### src/rtl/fetch_pkg.sv
// Shared definitions for the dual-wide fetch stage: opcodes, issue codes, FSM states, slot record.
// Optional STATIC_PRED_EN selects static branch prediction in fetch_predecode.
package fetch_pkg;

  localparam logic [6:0] OP_BRANCH = 7'b1100011;
  localparam logic [6:0] OP_JAL    = 7'b1101111;

  localparam logic [1:0] ISSUE_NONE = 2'b00;
  localparam logic [1:0] ISSUE_ONE  = 2'b01;
  localparam logic [1:0] ISSUE_TWO  = 2'b11;

  typedef enum logic [1:0] {
    ST_RUN  = 2'd0,
    ST_WAIT = 2'd1,
    ST_HOLD = 2'd2,
    ST_DROP = 2'd3
  } fetch_state_e;

  typedef struct packed {
    logic [31:0] inst;
    logic [31:0] pc;
    logic [31:0] npc;
    logic        isbranch;
    logic        taken;
  } slot_t;

  function automatic logic [31:0] imm_b(input logic [31:0] inst);
    return {{19{inst[31]}}, inst[31], inst[7], inst[30:25], inst[11:8], 1'b0};
  endfunction

  function automatic logic [31:0] imm_j(input logic [31:0] inst);
    return {{11{inst[31]}}, inst[31], inst[19:12], inst[20], inst[30:21], 1'b0};
  endfunction

endpackage

### src/rtl/fetch_predecode.sv
// Combinational predecode of one fetched word: branch/JAL detect, static prediction, next PC.
// Prediction only when STATIC_PRED_EN is defined; otherwise npc is always pc+4.
module fetch_predecode
  import fetch_pkg::*;
(
  input  logic [31:0] i_inst,
  input  logic [31:0] i_pc,
  output logic        o_isbranch,
  output logic        o_taken,
  output logic [31:0] o_npc
);

  logic        w_is_b;
  logic        w_is_j;
  logic [31:0] w_imm;

  assign w_is_b     = (i_inst[6:0] == OP_BRANCH);
  assign w_is_j     = (i_inst[6:0] == OP_JAL);
  assign o_isbranch = w_is_b | w_is_j;
  assign w_imm      = w_is_j ? imm_j(i_inst) : imm_b(i_inst);

`ifdef STATIC_PRED_EN
  // Backward B-type (sign bit of the immediate is inst[31]) and every JAL predicted taken.
  assign o_taken = w_is_j | (w_is_b & i_inst[31]);
`else
  assign o_taken = 1'b0;
`endif

  assign o_npc = i_pc + (o_taken ? w_imm : 32'd4);

endmodule

### src/rtl/fetch_pair.sv
// Dual-wide fetch stage: owns the PC, fetches aligned 64-bit pairs, predecodes and forms issue groups.
// STATIC_PRED_EN (in fetch_predecode) enables taken-branch prediction and slot-2 drop.
module fetch_pair
  import fetch_pkg::*;
#(
  parameter logic [31:0] RESET_PC = 32'h0000_0000
)(
  input  logic        clk,
  input  logic        rst_n,
  input  logic        flush,
  input  logic [31:0] redirect_pc,
  input  logic        stop,
  output logic        imem_req,
  output logic [31:0] imem_addr,
  input  logic        imem_rvalid,
  input  logic [63:0] imem_rdata,
  output logic [1:0]  issue,
  output logic [31:0] out1_inst,
  output logic [31:0] out1_pc,
  output logic [31:0] out1_npc,
  output logic [31:0] out2_inst,
  output logic [31:0] out2_pc,
  output logic [31:0] out2_npc,
  output logic        isbranch1,
  output logic        br_taken1,
  output logic        isbranch2,
  output logic        br_taken2
);

  fetch_state_e r_state, w_state_nxt;
  logic [31:0]  r_pc;
  logic [1:0]   r_issue;
  slot_t        r_s1, r_s2;

  logic         w_pending, w_consume, w_req, w_load, w_outstanding;
  logic [31:0]  w_pc_lo, w_pc_hi;
  logic         w_lo_isb, w_lo_tk, w_hi_isb, w_hi_tk;
  logic [31:0]  w_lo_npc, w_hi_npc;
  slot_t        w_lo, w_hi, w_g_s1, w_g_s2;
  logic [1:0]   w_g_issue;
  logic [31:0]  w_g_next_pc;
  logic         w_unused;

  assign w_pending = (r_issue != ISSUE_NONE);
  assign w_consume = w_pending & ~stop;
  assign w_pc_lo   = {r_pc[31:3], 3'b000};
  assign w_pc_hi   = {r_pc[31:3], 3'b100};
  assign w_unused  = ^r_pc[1:0];

  // A stalled group keeps RUN from issuing, so a response never lands on top of it.
  assign w_req     = (r_state == ST_RUN) & ~(w_pending & stop);
  assign imem_req  = w_req & rst_n;
  assign imem_addr = w_pc_lo;

  fetch_predecode u_pd_lo (
    .i_inst     (imem_rdata[31:0]),
    .i_pc       (w_pc_lo),
    .o_isbranch (w_lo_isb),
    .o_taken    (w_lo_tk),
    .o_npc      (w_lo_npc)
  );

  fetch_predecode u_pd_hi (
    .i_inst     (imem_rdata[63:32]),
    .i_pc       (w_pc_hi),
    .o_isbranch (w_hi_isb),
    .o_taken    (w_hi_tk),
    .o_npc      (w_hi_npc)
  );

  assign w_lo = '{inst: imem_rdata[31:0],  pc: w_pc_lo, npc: w_lo_npc,
                  isbranch: w_lo_isb, taken: w_lo_tk};
  assign w_hi = '{inst: imem_rdata[63:32], pc: w_pc_hi, npc: w_hi_npc,
                  isbranch: w_hi_isb, taken: w_hi_tk};

  // Single instructions always travel in slot 2; slot 1 is only used for a full pair.
  always_comb begin
    w_g_s1      = '0;
    w_g_s2      = w_hi;
    w_g_issue   = ISSUE_ONE;
    w_g_next_pc = w_hi.npc;
    if (!r_pc[2]) begin
      if (w_lo.taken) begin
        w_g_s2      = w_lo;
        w_g_next_pc = w_lo.npc;
      end else begin
        w_g_s1    = w_lo;
        w_g_issue = ISSUE_TWO;
      end
    end
  end

  always_comb begin
    w_state_nxt   = r_state;
    w_load        = 1'b0;
    w_outstanding = ((r_state == ST_WAIT) || (r_state == ST_DROP)) ? ~imem_rvalid : w_req;
    case (r_state)
      ST_RUN:  w_state_nxt = w_req ? ST_WAIT : ST_HOLD;
      ST_WAIT: begin
        if (imem_rvalid) begin
          w_load      = 1'b1;
          w_state_nxt = ST_RUN;
        end
      end
      ST_HOLD: if (!stop) w_state_nxt = ST_RUN;
      ST_DROP: if (imem_rvalid) w_state_nxt = ST_RUN;
      default: w_state_nxt = ST_RUN;
    endcase
    if (flush) begin
      w_load      = 1'b0;
      w_state_nxt = w_outstanding ? ST_DROP : ST_RUN;
    end
  end

  always_ff @(posedge clk or negedge rst_n) begin
    if (!rst_n) begin
      r_state <= ST_RUN;
    end else begin
      r_state <= w_state_nxt;
    end
  end

  // Next fetch PC advances at load time so the following request overlaps the pending group.
  always_ff @(posedge clk or negedge rst_n) begin
    if (!rst_n) begin
      r_pc    <= RESET_PC;
      r_issue <= ISSUE_NONE;
      r_s1    <= '0;
      r_s2    <= '0;
    end else if (flush) begin
      r_pc    <= redirect_pc;
      r_issue <= ISSUE_NONE;
      r_s1    <= '0;
      r_s2    <= '0;
    end else if (w_load) begin
      r_pc    <= w_g_next_pc;
      r_issue <= w_g_issue;
      r_s1    <= w_g_s1;
      r_s2    <= w_g_s2;
    end else if (w_consume) begin
      r_issue <= ISSUE_NONE;
      r_s1    <= '0;
      r_s2    <= '0;
    end
  end

  assign issue     = r_issue;
  assign out1_inst = r_s1.inst;
  assign out1_pc   = r_s1.pc;
  assign out1_npc  = r_s1.npc;
  assign isbranch1 = r_s1.isbranch;
  assign br_taken1 = r_s1.taken;
  assign out2_inst = r_s2.inst;
  assign out2_pc   = r_s2.pc;
  assign out2_npc  = r_s2.npc;
  assign isbranch2 = r_s2.isbranch;
  assign br_taken2 = r_s2.taken;

endmodule
### config.mk
export PLATFORM = sky130hd
export DESIGN_NAME = fetch_pair
export DESIGN_NICKNAME = d
export VERILOG_FILES = /design/src/rtl/fetch_pkg.sv /design/src/rtl/fetch_predecode.sv /design/src/rtl/fetch_pair.sv
export SDC_FILE = /design/constraint.sdc
export NUM_CORES = 1
export LEC_CHECK = 0
export BUFFER_PORTS_ARGS = -buffer_cell sky130_fd_sc_hd__buf_4
export CAP_MARGIN = 20
export CELL_PAD_IN_SITES_DETAIL_PLACEMENT = 1
export CELL_PAD_IN_SITES_GLOBAL_PLACEMENT = 1
export CORE_AREA = 5 5 151 153
export DETAILED_ROUTE_END_ITERATION = 6
export DIE_AREA = 0 0 156 158
export GPL_TIMING_DRIVEN = 0
export PLACE_DENSITY = 0.81
export SKIP_CTS_REPAIR_TIMING = 1
export SLEW_MARGIN = 20
export SYNTH_ARGS = -nofsm -noshare
export SYNTH_HDL_FRONTEND = slang
export SYNTH_SLANG_ARGS = --single-unit
export TNS_END_PERCENT = 10
### constraint.sdc
create_clock -name clk -period 3.7 [get_ports clk]
set_input_delay 1.11 -clock clk [delete_from_list [all_inputs] [get_ports clk]]
set_output_delay 1.11 -clock clk [all_outputs]
set_load 0.02 [all_outputs]
# After elaboration in Yosys (flattened, before gate mapping)
# Cells that the tools add are included.
totals:
  ff_bits: 232
  out_inout_bits: 231
  input_bits: 101
op_classes:
  n_reduce_logical: 7
  n_addsub: 2
  mux: 22
  n_eq_ne: 9
  n_bitwise: 9
ops:
  columns: ["cell", "n"]
  rows:
  - ["98-bit two-way mux", 6]
  - ["32-bit by 3-bit adder with 32-bit output, second input constant", 2]
  - ["32-bit two-way mux", 2]
  - ["7-bit equality test, second input constant", 4]
  - ["2-bit two-way mux", 9]
  - ["2-bit one-hot mux with 3 select lines", 1]
  - ["1-bit bitwise AND", 4]
  - ["2-bit equality test, second input constant", 2]
  - ["1-bit two-way mux", 4]
  - ["2-bit nonzero test", 2]
  - ["3-bit by 1-bit inequality test with 1-bit output, second input constant", 1]
  - ["3-bit inequality test, second input constant", 1]
  - ["1-bit inverter", 3]
  - ["3-bit nonzero test", 1]
  - ["2-bit by 1-bit equality test with 1-bit output, second input constant", 1]
  - ["2-bit zero test", 1]
  - ["1-bit bitwise OR", 2]
  - ["2-bit AND reduction", 1]
  - ["2-bit OR reduction", 1]
  - ["1-bit logical OR", 1]

# Logic depth before layout (Yosys ltp)
depth:
  word_depth: 7
  depth_mapped: 8
  ltp_nobuf: 6

# Hierarchy
# A second synthesis with hierarchy kept.
unflattened:
  cells_unflattened: 874
  hier_area_um2: 10561.4
modules_own_cells:
  columns: ["mod", "n_inst", "area_per_inst_um2", "cells_per_inst", "seq_area_each_um2"]
  rows:
  - ["fetch_pair", 1, 9152.5, 692, 5605.4]
  - ["fetch_predecode", 2, 704.4, 91, 0.0]

# Worst setup path after synthesis
# No wires, ideal clock.
synth_timing:
  path_kind: "input to output"
  start: "input stop"
  end: "output imem_req"
  required_ps: 2590
  path_buffers: 0
  stages: 2
  path_slack_ps: 778
  arrival_ps: 1812
  path_cell_list: "a21o_1 nor3b_1"
synth_between:
  elab_chain_len: 4
synth_rtl:
  columns: ["element", "line_no", "text"]
  rows:
  - ["start, declared", "fetch_pair.sv:12", "input logic stop,"]
  - ["1-bit bitwise AND", "fetch_pair.sv:51", "assign w_req = (r_state == ST_RUN) & ~(w_pending & stop);"]
  - ["1-bit inverter", "fetch_pair.sv:51", null]
  - ["1-bit bitwise AND", "fetch_pair.sv:51", null]
  - ["1-bit bitwise AND", "fetch_pair.sv:52", "assign imem_req = w_req & rst_n;"]
  - ["end, declared", "fetch_pair.sv:13", "output logic imem_req,"]
# Every way passes these cells.

# Final worst setup path
layout_timing:
  start: "input rst_n"
  end: "output imem_req"
layout_between:
  elab_chain_len: 1
layout_rtl:
  columns: ["element", "line_no", "text"]
  rows:
  - ["start, declared", "fetch_pair.sv:9", "input logic rst_n,"]
  - ["1-bit bitwise AND", "fetch_pair.sv:52", null]
# Every way passes these cells.

==> summary.md <==
| Metric | Value |
|---|---|
| Status | complete, no violations |
| DP Wirelength | 23,100 um |
| Routed WL per cell | 23.5 um |
| Startpoint types | input pin |
| Initial DRC count | 442 |
| Placement row count | 54 |
| GRT overflow | 0 |
| Worst-Skew Late Latency | 0.43 ns |
| Setup TNS | 0 ns |
| Post-Syn Area | just over 8000 um^2 |
| Post-DR vias/cell | between 5 and 6 |
| Slew @ Worst Pin | 0.745 ns |
| Layout area overhead | 40.9% |
| GP Congestion | 0.855 |
| Die H | between 150 and 200 um |
| Ys Warns | 0 |
| Die X | 156 um |
| Routed wire length | 31,600 um |
| Flip-flop and latch count after synthesis | 187 |
| Depth of the CTS H-tree | 4 |
| PortBufs | roughly 310 |
| Fin. max-slew vios | 0 |
| CP max stage delay | 0.39 ns |
| Root Buffer | clkbuf_16 |
| CTS buffer count | 17 |
| Max cap viols | 0 |
| Nets | 1,154 |
| Worst slew margin | roughly half |
| Peak Freq | approximately 290 MHz |
| Final period utilization | between 90% and 100% |
| Placed instance area | 11,100 um^2 |
| Via Count | 7,197 |
| Die ar. | 24,600 um^2 |
| Drt pass-1 iters | 4 |
| RSZ-0062 raised after global routing | false |
| Starting Density | 38.8% |
| Period minus WS final | 3.47 ns |
| Worst setup path class | input pin to primary output |
| CTS tree | done |
| Clock slew at reported path FFs | 0.07 ns |
| PwrDens | roughly 570 nW/um^2 |
| Critical Path RT | roughly 2.6 ns |
| Via count of the first global-routing pass | 7,611 |
| Commonest non-fill, non-tap cell in the layout | buf_4 |
| Endpoints failing setup | 0 |
| Initial antenna violation count | 0 |
| Sequential area share after synthesis | between 50% and 60% |
| Total power after layout | around 6.6 mW |
| Critical path capture point type | primary output |
| Share of cells above drive strength 1 | 43.6% |
| Final Hold Vio Count | 0 |
| Syn Inst Count | 703 |
| GRT Util Overall | about 25% |
| Antenna Nets Post-Route | 0 |
| Largest net degree at the start of global routing | 98 |
| Top Ports | 332 |
| Critical path's slowest cell | buf_12 |
| Post-synthesis async set-or-reset flop share | 100% |
| Number of remaining DRC errors | 0 |
| Critical Path, Cell by Cell | buf_12 -> buf_16 -> nor3b_1 -> buf_4 |
| Final instance area | roughly 12,000 um^2 |
| Setup Skew | 0.0135 ns |
| First-pass GRT wire length | 47,200 um |
| Netlist cell types | 57 |
| Core Area | ~21,000 um^2 |
| # diodes | 0 |
| Clock sinks | 187 |
| Hold Path Class | register to register |
| Leakage dissipation | 6.11 nW |
| Primary FF master, synth | dfrtp_1 |
| Most frequent cells in the layout | buf_4, dfrtp_1, a22o_1 |
| Max IR drop VDD | between 0.2 and 0.3 mV |
| Post-synth EDFFs | 0 |
| Critical path fanouts, max | 93 |
| Crit path DAT | 2.36 ns |
| CTS Buffer Depth | 2 |
| Syn Area/Cell | between 10 and 15 um^2 |
-- area by class of cell --
class / instances / area [um^2]
timing repair buffer: 316 / 2420
multi-input combinational: 388 / 2830
inverter: 7 / 26.3
clock buffer: 18 / 439
tap: 280 / 350
clock inverter: 14 / 138
buffer: 135 / 826
fill: 2331 / 9710
sequential: 187 / 4680
-- sequential cells by signal, summed over array words and instances (netlist names) --
register   flops
out1_inst     32
out2_npc      29
r_pc          30
r_state        2
issue          1
out1_npc       1
out2_inst     32
isbranch1      1
isbranch2      1
out1_pc       29
out2_pc       29
-- worst paths after layout --
kind | start | endpoint | slack [ns] | cells after the start
worst max-delay path | rst_n | imem_req | 0.23 | 4
worst min-delay path | out2_npc[15]$_DFFE_PN0P_ | out2_npc[15]$_DFFE_PN0P_ | 0.49 | 1
worst max register to register | r_pc[3]$_DFFE_PN0P_ | out2_npc[25]$_DFFE_PN0P_ | 1.18 | 6
worst min register to register | out2_npc[15]$_DFFE_PN0P_ | out2_npc[15]$_DFFE_PN0P_ | 0.49 | 1
max in group asynchronous | rst_n | out1_inst[15]$_DFFE_PN0P_ | 2.36 | 2
min in group asynchronous | rst_n | out1_inst[26]$_DFFE_PN0P_ | 0.61 | 1
-- critical path: cells and delay by family --
kind / cells / cell delay (ns)
buffers and inverters: 3 / 0.90
AND/OR/NAND/NOR: 1 / 0.30
-- metal layers --
metal	GRT usage (%)	vias to the layer above	part of all wire, %
met5	0	-	0
met4	8.55	0	3.0
met3	7.00	52	8.1
met2	41.4	321	49
met1	31.3	3640	40
li1	-	3184	-
-- synthesized netlist by cell type, types with 2 or more instances --
| cell | number | share of area, % |
|---|---|---|
| inv_1 | 7 | 0.32 |
| nor3b_1 | 2 | 0.18 |
| mux2i_1 | 3 | 0.36 |
| a21o_1 | 6 | 0.54 |
| dfrtp_1 | 187 | 56 |
| a22o_1 | 140 | 15 |
| buf_1 | 8 | 0.36 |
| a21oi_1 | 2 | 0.12 |
| o221ai_1 | 5 | 0.53 |
| and3_1 | 6 | 0.45 |
| or2_2 | 2 | 0.15 |
| a22oi_1 | 2 | 0.18 |
| or3_1 | 3 | 0.23 |
| nand4_1 | 10 | 0.75 |
| nand4_2 | 2 | 0.30 |
| nor2_1 | 24 | 1.1 |
| o2bb2ai_1 | 8 | 0.84 |
| nor3_1 | 2 | 0.12 |
| a211o_1 | 3 | 0.32 |
| clkbuf_1 | 24 | 1.1 |
| nand4b_1 | 2 | 0.21 |
| o22ai_1 | 3 | 0.23 |
| a221o_1 | 6 | 0.72 |
| o211ai_1 | 2 | 0.18 |
| nor3_2 | 2 | 0.24 |
| xnor2_1 | 19 | 2.0 |
| nand3b_1 | 2 | 0.18 |
| buf_2 | 26 | 1.6 |
| o21ai_0 | 12 | 0.72 |
| or4_1 | 2 | 0.18 |
| nor4_4 | 2 | 0.51 |
| nor4_1 | 2 | 0.15 |
| xor2_1 | 14 | 1.5 |
| nand2b_1 | 2 | 0.15 |
| buf_4 | 76 | 6.9 |
| a32o_1 | 2 | 0.24 |
| nor2b_1 | 4 | 0.30 |
| nand2_1 | 40 | 1.8 |
| and4_1 | 3 | 0.32 |
| nand3_1 | 19 | 1.1 |
-- power breakdown --
group          leakage, nW  internal [mW]  switching (mW)
registers             2.52           2.33           0.257
logic                 3.32          0.910            1.32
clock network        0.277          0.963           0.860
total                 6.11           4.20            2.43
-- stage by stage --
stage | worst slack, ns | utilization, % | instances | hold WS [ns]
after global routing | 0.0553 | 54.7 | 1345 | 0.518
after floorplan | 0.778 | - | 717 | 0.503
final | 0.230 | 54.7 | 1345 | 0.487
after global placement | -0.991 | 51.6 | 1310 | 0.463
after detailed placement | -0.147 | 51.8 | 1312 | 0.473
after CTS | -0.149 | 54.5 | 1344 | 0.489
-- logic make-up (layout without fill, tap and decap cells) --
| group | Yosys count | after routing | share of synthesized area, % |
|---|---|---|---|
| AO/OA/AOI/OAI | 199 | 199 | 20.1 |
| flip-flops | 187 | 187 | 56.3 |
| buffers and inverters | 142 | 490 | 10.3 |
| AND/OR/NAND/NOR | 137 | 137 | 9.26 |
| XOR/XNOR | 33 | 33 | 3.48 |
| multiplexers | 3 | 3 | 0.361 |
| adder cells (fa/ha/maj) | 1 | 1 | 0.151 |
| other | 1 | 15 | 0.0451 |
Power figures use the tool's default switching activity.
